===== src/rtl/relu_maxpool.sv =====
// relu_maxpool: ReLU followed by 2x2 stride-2 max pooling on a raster-order conv stream,
// with each pooled value requantized by an arithmetic shift and saturated to a signed output word.
module relu_maxpool #(
    parameter int DATA_W = 22,
    parameter int IMG_W  = 28,
    parameter int IMG_H  = 28,
    parameter int SHIFT  = 7,
    parameter int OUT_W  = 9
) (
    input  logic                     clk,
    input  logic                     rstn,
    input  logic                     conv_valid,
    input  logic signed [DATA_W-1:0] conv_data,
    output logic                     pool_valid,
    output logic [OUT_W-1:0]         pool_data,
    output logic                     frame_done
);
    localparam int CW = $clog2(IMG_W);
    localparam int RW = $clog2(IMG_H);
    localparam int PW = DATA_W - 1;
    localparam int LD = IMG_W / 2;
    localparam logic [PW-1:0] SAT = PW'((1 << (OUT_W - 1)) - 1);

    logic [CW-1:0] col;
    logic [RW-1:0] row;
    logic [PW-1:0] h, r, m, p, q;
    logic [PW-1:0] lb [LD];
    logic [CW-2:0] idx;
    logic col_last, row_last, fire, lb_we;

    // After ReLU every value is non-negative, so the sign bit is dropped everywhere downstream.
    always_comb begin
        r        = conv_data[DATA_W-1] ? '0 : conv_data[PW-1:0];
        m        = (r > h) ? r : h;
        idx      = col[CW-1:1];
        p        = (lb[idx] > m) ? lb[idx] : m;
        q        = p >> SHIFT;
        col_last = col == CW'(IMG_W - 1);
        row_last = row == RW'(IMG_H - 1);
        fire     = conv_valid && col[0] && row[0];
        lb_we    = conv_valid && col[0] && !row[0];
    end

    always_ff @(posedge clk) begin
        if (rstn) begin
            col        <= '0;
            row        <= '0;
            h          <= '0;
            pool_valid <= 1'b0;
            pool_data  <= '0;
            frame_done <= 1'b0;
        end else begin
            pool_valid <= fire;
            frame_done <= fire && col_last && row_last;
            if (fire)
                pool_data <= (q > SAT) ? OUT_W'(SAT) : OUT_W'(q);
            if (conv_valid) begin
                col <= col_last ? '0 : col + 1'b1;
                if (col_last)
                    row <= row_last ? '0 : row + 1'b1;
                if (!col[0])
                    h <= r;
            end
        end
    end

    // Line buffer holds horizontal pair maxima of the even row; always rewritten before being read.
    always_ff @(posedge clk) begin
        if (!rstn && lb_we)
            lb[idx] <= m;
    end
endmodule


===== config.mk =====
export PLATFORM = sky130hd
export DESIGN_NAME = relu_maxpool
export DESIGN_NICKNAME = d
export VERILOG_FILES = /design/src/rtl/relu_maxpool.sv
export SDC_FILE = /design/constraint.sdc
export NUM_CORES = 1
export LEC_CHECK = 0
export BUFFER_PORTS_ARGS = -buffer_cell sky130_fd_sc_hd__buf_2
export CAP_MARGIN = 15
export CORE_MARGIN = 4
export CORE_UTILIZATION = 30
export DETAILED_ROUTE_END_ITERATION = 16
export HOLD_SLACK_MARGIN = 0.02
export PLACE_DENSITY_LB_ADDON = 0.3
export SLEW_MARGIN = 25
export SYNTH_ARGS = -nofsm -noshare
export SYNTH_HDL_FRONTEND = slang
export SYNTH_SLANG_ARGS = --single-unit

===== constraint.sdc =====
create_clock -name clk -period 5.6 [get_ports clk]
set_clock_uncertainty 0.05 [all_clocks]
set_input_delay 0.28 -clock clk [delete_from_list [all_inputs] [get_ports clk]]
set_output_delay 0.28 -clock clk [all_outputs]
set_load 0.03 [all_outputs]

==> results of run 1 <==
[synth_stat cells (9+ instances only)]
cell type	n
edfxtp_1	294
nand2_1	65
mux4_2	62
a21oi_1	49
dfxtp_1	46
inv_1	43
ha_1	42
mux2i_1	34
nor2_1	31
mux2_2	22
nor2b_1	19
clkbuf_1	15
nand3_1	14
mux4_1	12
buf_2	10
nand2b_1	9
nor3_1	9
o21ai_0	9
[registers in the layout (all words and copies together), names as in the netlist, named ones only]
signal,flops
lb,294
h,21
pool_data,9
col,5
row,5
frame_done,1
pool_valid,1
[final timing paths]
check / to / slack, ps / cells past startpoint
setup / recovery: pool_data[7] / 480 / 18
hold / removal: h[9] / 100 / 4
setup reg to reg: pool_data[7] / 480 / 18
hold reg to reg: h[15] / 420 / 2
[metrics by stage]
stage | utilization (%) | power, W | setup TNS (ps) | worst slack, ps
final | 35.6 | 0.00591 | 0 | 484
after detailed placement | 32.7 | 0.00331 | -3090 | -407
after CTS | 35.5 | 0.00597 | 0 | 36.5
after global routing | 35.6 | 0.00613 | 0 | 41.3
after floorplan | - | 0.00318 | 0 | 617
after global placement | 32.7 | 0.00331 | -1310 | -172
[worst reg2reg max path, stage by stage (launching register included)]
cell and delay, ps:
dfxtp_1 370, inv_1 80, ha_1 300, nand2_1 100, nor4_2 380, nand4_1 200, or3_1 450, o21ai_4 290
mux2_2 540, inv_1 90, ha_1 210, and4_1 140, and4bb_2 260, o21ai_1 180, o311ai_2 300, a31oi_1 270
a22oi_2 130, a311oi_4 450, a311oi_1 170
[power groups by stage]
stage / combinational (W) / sequential, W / clock, W
2_1_floorplan: 0.000319 / 0.00286 / 0
3_3_place_gp: 0.000436 / 0.00287 / 0
3_5_place_dp: 0.000440 / 0.00287 / 0
4_1_cts: 0.000443 / 0.00282 / 0.00271
5_1_grt: 0.000490 / 0.00282 / 0.00282
6_report: 0.000438 / 0.00282 / 0.00265
[routing by layer]
metal | up-vias | share of wire [%] | track usage (%)
met4 | 0 | 1.4 | 2.49
met3 | 42 | 4.4 | 2.01
li1 | 3605 | - | -
met2 | 171 | 45 | 20.4
met5 | - | 0 | 0
met1 | 4095 | 49 | 20.3
[area by class of cell]
| type | count | share of cell area, % |
|---|---|---|
| Clock buffer | 45 | 5.87 |
| Clock inverter | 26 | 1.99 |
| Inverter | 43 | 0.948 |
| Sequential cell | 340 | 57.3 |
| Tap cell | 615 | 4.52 |
| Multi-Input combinational cell | 457 | 26.4 |
| Timing Repair Buffer | 74 | 2.97 |
[cells by family after synthesis]
kind of cell,after synthesis
buffers and inverters,83
multiplexers,130
XOR/XNOR,4
AND/OR/NAND/NOR,187
adder cells (fa/ha/maj),43
flip-flops,340
AO/OA/AOI/OAI,93
[repair_timing]
action | CTS | global route
buffers inserted | 0 | 0
setup endpoints to repair | 0 | 8
gates resized for setup | 0 | 2
==> impl_metrics.tcl, run 1 <==
set metrics [dict create \
    synth-main-ff-cell "edfxtp_1" \
    synth-simple-area-share_pct 6.61 \
    grt_setup_unrepaired "false" \
    synth_area_leader_cell "edfxtp_1" \
    hp-start "conv_data[9]" \
    synth-xor-area-share_pct 0.240 \
    drt_wl_total_mm 35.1 \
    core_region_area_um2 47800 \
    multi_input_comb_area_um2 4490 \
    leakage_power_figure_nw 5.67 \
    antenna_left 0 \
    share_of_power_burned_in_combinational_logic_pct 7.4 \
    number_of_antenna_violations_at_the_first_check_in_global_routing 0 \
    layout.cells.most_common "edfxtp_1" \
    hold_path_class "in2reg" \
    cts_inserted_buffers 39 \
    worst_ep_required_time_ps 5930 \
    worstReg2RegStart "h[20]" \
    register_area_um2 9760 \
    floorplan.initialDensity_pct 30.5 \
    run_status "finished clean" \
    p_int_w 0.00460 \
    crit_arrival_ps 5450 \
    drc_errors 0 \
    syn-cell-area_um2 14600 \
    count_of_endpoints_failing_setup_in_the_final_report 0 \
    post_synth_num_cell_types 63 \
    fp.dieArea_um2 52200 \
    start_point_of_the_critical_path "h[20]" \
    timing_worst_slew_pin_value_ps 1030 \
    cap_viol_max_count 0 \
    p_clk_share_pct 44.9 \
    hold_buffers_post_cts 0 \
    max_clock_freq_mhz 195 \
    synth-seq-area-share_pct 66.9 \
    vdd_ir_drop_max_uv 265 \
    grt_remaining_overflow 0 \
    cts_num_sinks 340 \
    die_w_um 228 \
    detailedPlacementHpwl_mm 22.6 \
    area_growth_syn_to_layout_pct 16.8 \
    pwr-share-seq_pct 47.7 \
    yosysWarnings 0 \
    drt-initial-drc-count 594 \
    synth_fp_nets 947 \
    clk_latency_ps 540 \
    tritoncts "built" \
    wl_per_cell_um 21.9 \
    synthDominantCellAreaShare_pct 60.6 \
    netSwitchingFraction_pct 22.2 \
    maxSlewViolCount 0 \
    grt_pass1_wl_mm 52.6 \
    portbufs 35 \
    final.period_utilization_pct 91.4 \
    crit_chain "inv_1, ha_1, nand2_1, nor4_2, nand4_1, or3_1, o21ai_4, mux2_2, inv_1, ha_1, and4_1, and4bb_2, o21ai_1, o311ai_2, a31oi_1, a22oi_2, a311oi_4, a311oi_1" \
    io_pins 36 \
    path_buf_inv 2 \
    timing.critical_path.fanout_max 16 \
    vias_per_cell 4.95 \
    placementRows 80 \
    place_inst 1529 \
    cts_buffer_depth 3 \
    hold_viol 0 \
    post-route-min-period_ps 5120 \
    detailedRoute.firstPassIterationCount 5 \
    layout.nets 1022 \
    syn-mean-instance-area_um2 16.6 \
    synth_async_sr_flop_share_pct 0 \
    clock_tree.root_cell "clkbuf_16" \
    switchingPower_w 0.00131 \
    crit_path_top_delay_cell "mux2_2" \
    path_delay_family "compound AO/OA/AOI/OAI gates" \
    worst_setup_hold_path_clk_slew_ps 60 \
    timing.critical_path.to_type "register" \
    cts-htree-levels 2 \
    power_per_cell_area_nw_per_um2 347 \
    muxShareOfSynthArea_pct 15.8 \
    worst-setup-path-type "reg2reg" \
    max_stage_delay_ps 530 \
    fill_cells 4525 \
    number_of_global_route_vias_before_repair 7921 \
    postSynthCellCount 880 \
    largest_net_degree_at_the_start_of_global_routing 43 \
    synth-adder-area-share_pct 3.67 \
    relSlewSlack_pct 31.4 \
    largest_cells_by_area_after_synthesis "edfxtp_1 (61%), mux4_2 (9.6%), dfxtp_1 (6.3%)" \
    postSynthRegisterBits 340 \
    num_vias 7913 \
    post-route-cell-area_um2 17000 \
    synth_compound_area_share_pct 4.00 \
    drive_above_1_share_pct 25.6 \
    placed_cell_area_um2 15700 \
    finalNonFillerCells 1600 \
    synth_enable_flop_cells 294 \
    largest_family_of_logic_cells_by_synthesized_area "multiplexers" \
    dieHeight_um 228 \
    critPathLaunchType "register" \
    finalHoldWorstSlack_ps 104 \
    antenna_cells 0 \
    grt_util_all_layers_pct 13.3 \
    gp_routability_congestion 0.811 \
    mostFrequentLayoutCells "edfxtp_1 (294), nand2_1 (64), mux4_2 (62), a21oi_1 (49)" \
]
(Power assumes the default switching activity.)
==> run 2: changes to the inputs <==
--- a/config.mk
+++ b/config.mk
@@ -12,6 +12,7 @@
 export DETAILED_ROUTE_END_ITERATION = 16
 export HOLD_SLACK_MARGIN = 0.02
 export PLACE_DENSITY_LB_ADDON = 0.3
+export REMOVE_ABC_BUFFERS = 1
 export SLEW_MARGIN = 25
 export SYNTH_ARGS = -nofsm -noshare
 export SYNTH_HDL_FRONTEND = slang
==> impl_metrics.tcl, run 2 (synthesis gave the netlist of run 1 again) <==
set metrics [dict create \
    run_status "finished clean" \
    fp.dieArea_um2 52200 \
    worst-r2r-cell-count 19 \
    dieHeight_um 228 \
    post-route-min-period_ps 5190 \
    area_growth_syn_to_layout_pct 15.1 \
    core_region_area_um2 47800 \
    placementRows 80 \
    hold_viol 0 \
    hold_path_class "in2reg" \
    antenna_left 0 \
    layout.cells.most_common "edfxtp_1" \
    cts_inserted_buffers 37 \
    fin_tns_setup_ps 0 \
    finalHoldWorstSlack_ps 111 \
    grt_pass1_wl_mm 53.6 \
    critPathLaunchType "register" \
    number_of_antenna_violations_at_the_first_check_in_global_routing 1 \
    finalNonFillerCells 1592 \
    worst_ep_required_time_ps 5930 \
    drc_errors 0 \
    clock_tree.root_cell "clkbuf_16" \
    maxSlewViolCount 0 \
    vias_per_cell 4.97 \
    vdd_ir_drop_max_uv 185 \
    detailedPlacementHpwl_mm 22.1 \
    tritoncts "built" \
    worst_setup_hold_path_clk_slew_ps 60 \
    timing.critical_path.fanout_max 10 \
    antenna_cells 0 \
    min_delay_path_depth 3 \
    final_critical_path_setup_slack_ps 406 \
    grt_remaining_overflow 0 \
    max_clock_freq_mhz 193 \
    cts_buffer_depth 3 \
    layout.nets 1016 \
    leakage_power_figure_nw 5.53 \
    max_reg_flops 294 \
    crit_arrival_ps 5520 \
    final.period_utilization_pct 92.8 \
    place_inst 1525 \
    relSlewSlack_pct 34.6 \
    hold_buffers_post_cts 0 \
    cap_viol_max_count 0 \
    largest_net_degree_at_the_start_of_global_routing 43 \
    num_vias 7905 \
    floorplan.initialDensity_pct 30.5 \
    drive_above_1_share_pct 24.7 \
    cts_resized 0 \
    grt_setup_unrepaired "false" \
    cts_num_sinks 340 \
    number_of_global_route_vias_before_repair 8064 \
    mostFrequentLayoutCells "edfxtp_1 (294), nand2_1 (65), mux4_2 (62), a21oi_1 (49)" \
    p_total_w 0.00553 \
    largest-register "lb" \
    io_pins 36 \
    count_of_endpoints_failing_setup_in_the_final_report 0 \
    drt_wl_total_mm 36.0 \
    gp_routability_congestion 0.804 \
    wl_per_cell_um 22.6 \
    cts-htree-levels 2 \
    drt-initial-drc-count 660 \
    die_w_um 228 \
    portbufs 35 \
    post-cts-setup-buffer-count 0 \
    timing.critical_path.to_type "register" \
    power_per_cell_area_nw_per_um2 330 \
    pre_cts_slack_ps -103 \
    detailedRoute.firstPassIterationCount 5 \
    clk_latency_ps 540 \
    largestRegisters "lb (294), h (21), pool_data (9)" \
    grt_util_all_layers_pct 13.7 \
    timing_worst_slew_pin_value_ps 980 \
    worst-setup-path-type "reg2reg" \
]
run 2: changes by cell type in the layout (fill, tap and decap cells not counted), sizes merged:
| cell | previous run | this run |
|---|---|---|
| buf | 74 | 70 |
| bufinv | 7 | 1 |
| clkbuf | 45 | 48 |
| clkinv | 13 | 14 |
| clkinvlp | 2 | 3 |
| inv | 47 | 44 |
run 2: worst max-delay path: stages, from the launching register on:
cell and delay, ps:
dfxtp_1 360, inv_1 80, ha_1 290, nand2_1 100, nor4_2 400, nand4_1 220
or3_1 420, o21ai_2 90, buf_4 240, buf_4 190, mux2i_1 320, ha_1 310
a21oi_1 160, a21oi_1 80, o21ai_0 390, o311ai_2 310, a31oi_1 240, a22oi_2 130
a311oi_4 470, a311oi_1 170
run 2: worst paths after layout:
check,from,to,slack (ps)
setup / recovery,h[20],pool_data[2],410
hold / removal,conv_valid,col[0],110
setup reg to reg,h[20],pool_data[2],410
hold reg to reg,pool_data[8],pool_data[8],420
run 2: layout make-up:
class / count / area (um2)
repair buffers: 70 / 475
clock buffers: 48 / 977
inverters: 43 / 161
well taps: 615 / 769
fillers: 4528 / 31100
multi-input cells: 457 / 4490
flip-flops and latches: 340 / 9760
clock inverters: 19 / 144
run 2: layer usage:
metal | global-route usage, % | share of wire, % | up-vias
li1 | - | - | 3589
met1 | 19.5 | 46 | 4078
met4 | 4.02 | 2.6 | 0
met3 | 2.64 | 5.1 | 56
met5 | 0 | 0 | -
met2 | 21.4 | 47 | 182
run 2: metrics by stage:
step / cell area, um2 / util [%]
2_1_floorplan: 14300 / -
3_3_place_gp: 15600 / 32.7
3_5_place_dp: 15600 / 32.7
4_1_cts: 16800 / 35.0
5_1_grt: 16800 / 35.1
6_report: 16800 / 35.1
run 2: power breakdown:
part	internal (W)	total, W	switching [W]	leakage [nW]
clock network	0.00129	0.00227	0.000982	0.536
registers	0.00280	0.00282	0.0000175	3.06
logic	0.000182	0.000445	0.000263	1.93
==> run 3: changes to the inputs <==
--- a/config.mk
+++ b/config.mk
@@ -7,7 +7,7 @@
 export LEC_CHECK = 0
 export BUFFER_PORTS_ARGS = -buffer_cell sky130_fd_sc_hd__buf_2
 export CAP_MARGIN = 15
-export CORE_MARGIN = 4
+export CORE_MARGIN = 10
 export CORE_UTILIZATION = 30
 export DETAILED_ROUTE_END_ITERATION = 16
 export HOLD_SLACK_MARGIN = 0.02
==> constraint.sdc (replaced) <==
create_clock -name clk -period 5.6 [get_ports clk]
set_clock_uncertainty 0.05 [all_clocks]
set_input_delay 0 -clock clk [delete_from_list [all_inputs] [get_ports clk]]
set_output_delay 0 -clock clk [all_outputs]
set_load 0.03 [all_outputs]
==> impl_metrics.tcl, run 3 (synthesis gave the netlist of run 1 again) <==
set metrics [dict create \
    max_clock_freq_mhz 196 \
    cts-htree-levels 2 \
    multi_input_comb_area_um2 4480 \
    pre_cts_slack_ps 180 \
    drive_above_1_share_pct 24.4 \
    path_delay_family "compound AO/OA/AOI/OAI gates" \
    cts_buffer_depth 3 \
    mostFrequentLayoutCells "edfxtp_1 (294), nand2_1 (65), mux4_2 (62), a21oi_1 (49)" \
    post-route-min-period_ps 5110 \
    dieHeight_um 240 \
    wl_per_cell_um 22.3 \
    detailedRoute.firstPassIterationCount 4 \
    min_delay_path_depth 2 \
    number_of_global_route_vias_before_repair 8041 \
    relSlewSlack_pct 32.1 \
    antenna_cells 0 \
    count_of_endpoints_failing_setup_in_the_final_report 0 \
    finalHoldWorstSlack_ps 26.1 \
    layout.cells.most_common "edfxtp_1" \
    hp-start "rstn" \
    drt-initial-drc-count 727 \
    vdd_ir_drop_max_uv 153 \
    final_critical_path_setup_slack_ps 494 \
    rrSetupSlack_ps 490 \
    detailedPlacementHpwl_mm 22.9 \
    cts_inserted_buffers 37 \
    largest_net_degree_at_the_start_of_global_routing 43 \
    hold_viol 0 \
    worst-r2r-cell-count 18 \
    layout.nets 1039 \
    maxSlewViolCount 0 \
    timing_worst_slew_pin_value_ps 1010 \
    core_region_area_um2 47800 \
    crit_chain "inv_1, ha_1, nand2_1, nor4_2, nand4_1, or3_1, o21ai_4, mux2i_1, ha_1, a21oi_1, nand2_1, a221oi_1, o311ai_1, buf_4, a31oi_1, a22oi_2, a311oi_4, a311oi_1" \
    portbufs 35 \
    timing.critical_path.to_type "register" \
    max_reg_flops 294 \
    number_of_antenna_violations_at_the_first_check_in_global_routing 0 \
    power_per_cell_area_nw_per_um2 333 \
    worstReg2RegStart "h[20]" \
    hold_path_class "in2reg" \
    grt_pass1_wl_mm 53.4 \
    post-cts-setup-buffer-count 0 \
    min_to "row[4]" \
    critPathLaunchType "register" \
    largestRegisters "lb (294), h (21), pool_data (9)" \
    max_stage_delay_ps 500 \
    timing.critical_path.fanout_max 18 \
    path_buf_inv 2 \
    critical_path_cell_count 18 \
    cap_viol_max_count 0 \
    run_status "finished clean" \
    fill_cells 4513 \
    critical_r2r_capture "pool_data[2]" \
    largest-register "lb" \
    grt_remaining_overflow 0 \
    num_vias 7989 \
    layout.core_utilization_pct 35.7 \
    drt_wl_total_mm 36.0 \
    worst_ep_required_time_ps 5910 \
    io_pins 36 \
    register_area_um2 9760 \
    cts_num_sinks 340 \
    crit_path_top_delay_cell "a311oi_4" \
    floorplan.initialDensity_pct 30.5 \
    worst-setup-path-type "reg2reg" \
    antenna_left 0 \
    worst_setup_hold_path_clk_slew_ps 60 \
    drc_errors 0 \
    placementRows 80 \
    fp.dieArea_um2 57800 \
    die_w_um 240 \
    area_growth_syn_to_layout_pct 17.0 \
    gp_routability_congestion 0.830 \
    crit_arrival_ps 5420 \
    leakage_power_figure_nw 5.68 \
    clock_tree.root_cell "clkbuf_16" \
    vias_per_cell 4.95 \
    grt_setup_unrepaired "false" \
    tritoncts "built" \
    grt_util_all_layers_pct 12.5 \
    final.period_utilization_pct 91.2 \
    clk_latency_ps 520 \
]
[run 3: power by group]
group / switching, W / leakage (nW) / total [W] / internal, W
clock network: 0.000968 / 0.580 / 0.00241 / 0.00144
registers: 0.0000229 / 3.06 / 0.00282 / 0.00280
logic: 0.000257 / 2.03 / 0.000446 / 0.000189
total: 0.00125 / 5.68 / 0.00567 / 0.00443
[run 3: repair_timing]
item	CTS	global route
endpoints found under the hold margin	31	0
endpoints found under the setup margin	0	2
resized for setup	0	1
hold buffers	22	0
[run 3: worst max path at each step]
stage	from	to
2_1_floorplan	register	pool_data[0]
3_3_place_gp	conv_data[21]	pool_data[2]
3_5_place_dp	conv_data[21]	pool_data[2]
4_1_cts	h[20]	pool_data[2]
5_1_grt	h[20]	pool_data[0]
6_report	h[20]	pool_data[2]
[run 3: layout make-up]
cell class	count	share of cell area, %
inverter	43	0.946
timing repair buffer	93	4.05
tap	615	4.51
clock buffer	49	6.06
multi-input combinational	457	26.2
clock inverter	18	1.00
sequential	340	57.2
[run 3: per-stage QoR]
step                area, um2  setup TNS [ps]  instances  total power (W)
floorplan               14300           -7160        840          0.00317
global placement        15600            -485       1526          0.00331
detailed placement      15600               0       1526          0.00331
CTS                     17100               0       1615          0.00573
global route            17100               0       1615          0.00588
finish                  17100               0       1615          0.00567
[run 3: metal layers]
metal | GRT usage [%] | share of wire (%)
met5 | 0 | 0
met3 | 1.98 | 3.6
met2 | 19.8 | 46
met1 | 17.5 | 48
met4 | 2.91 | 1.7
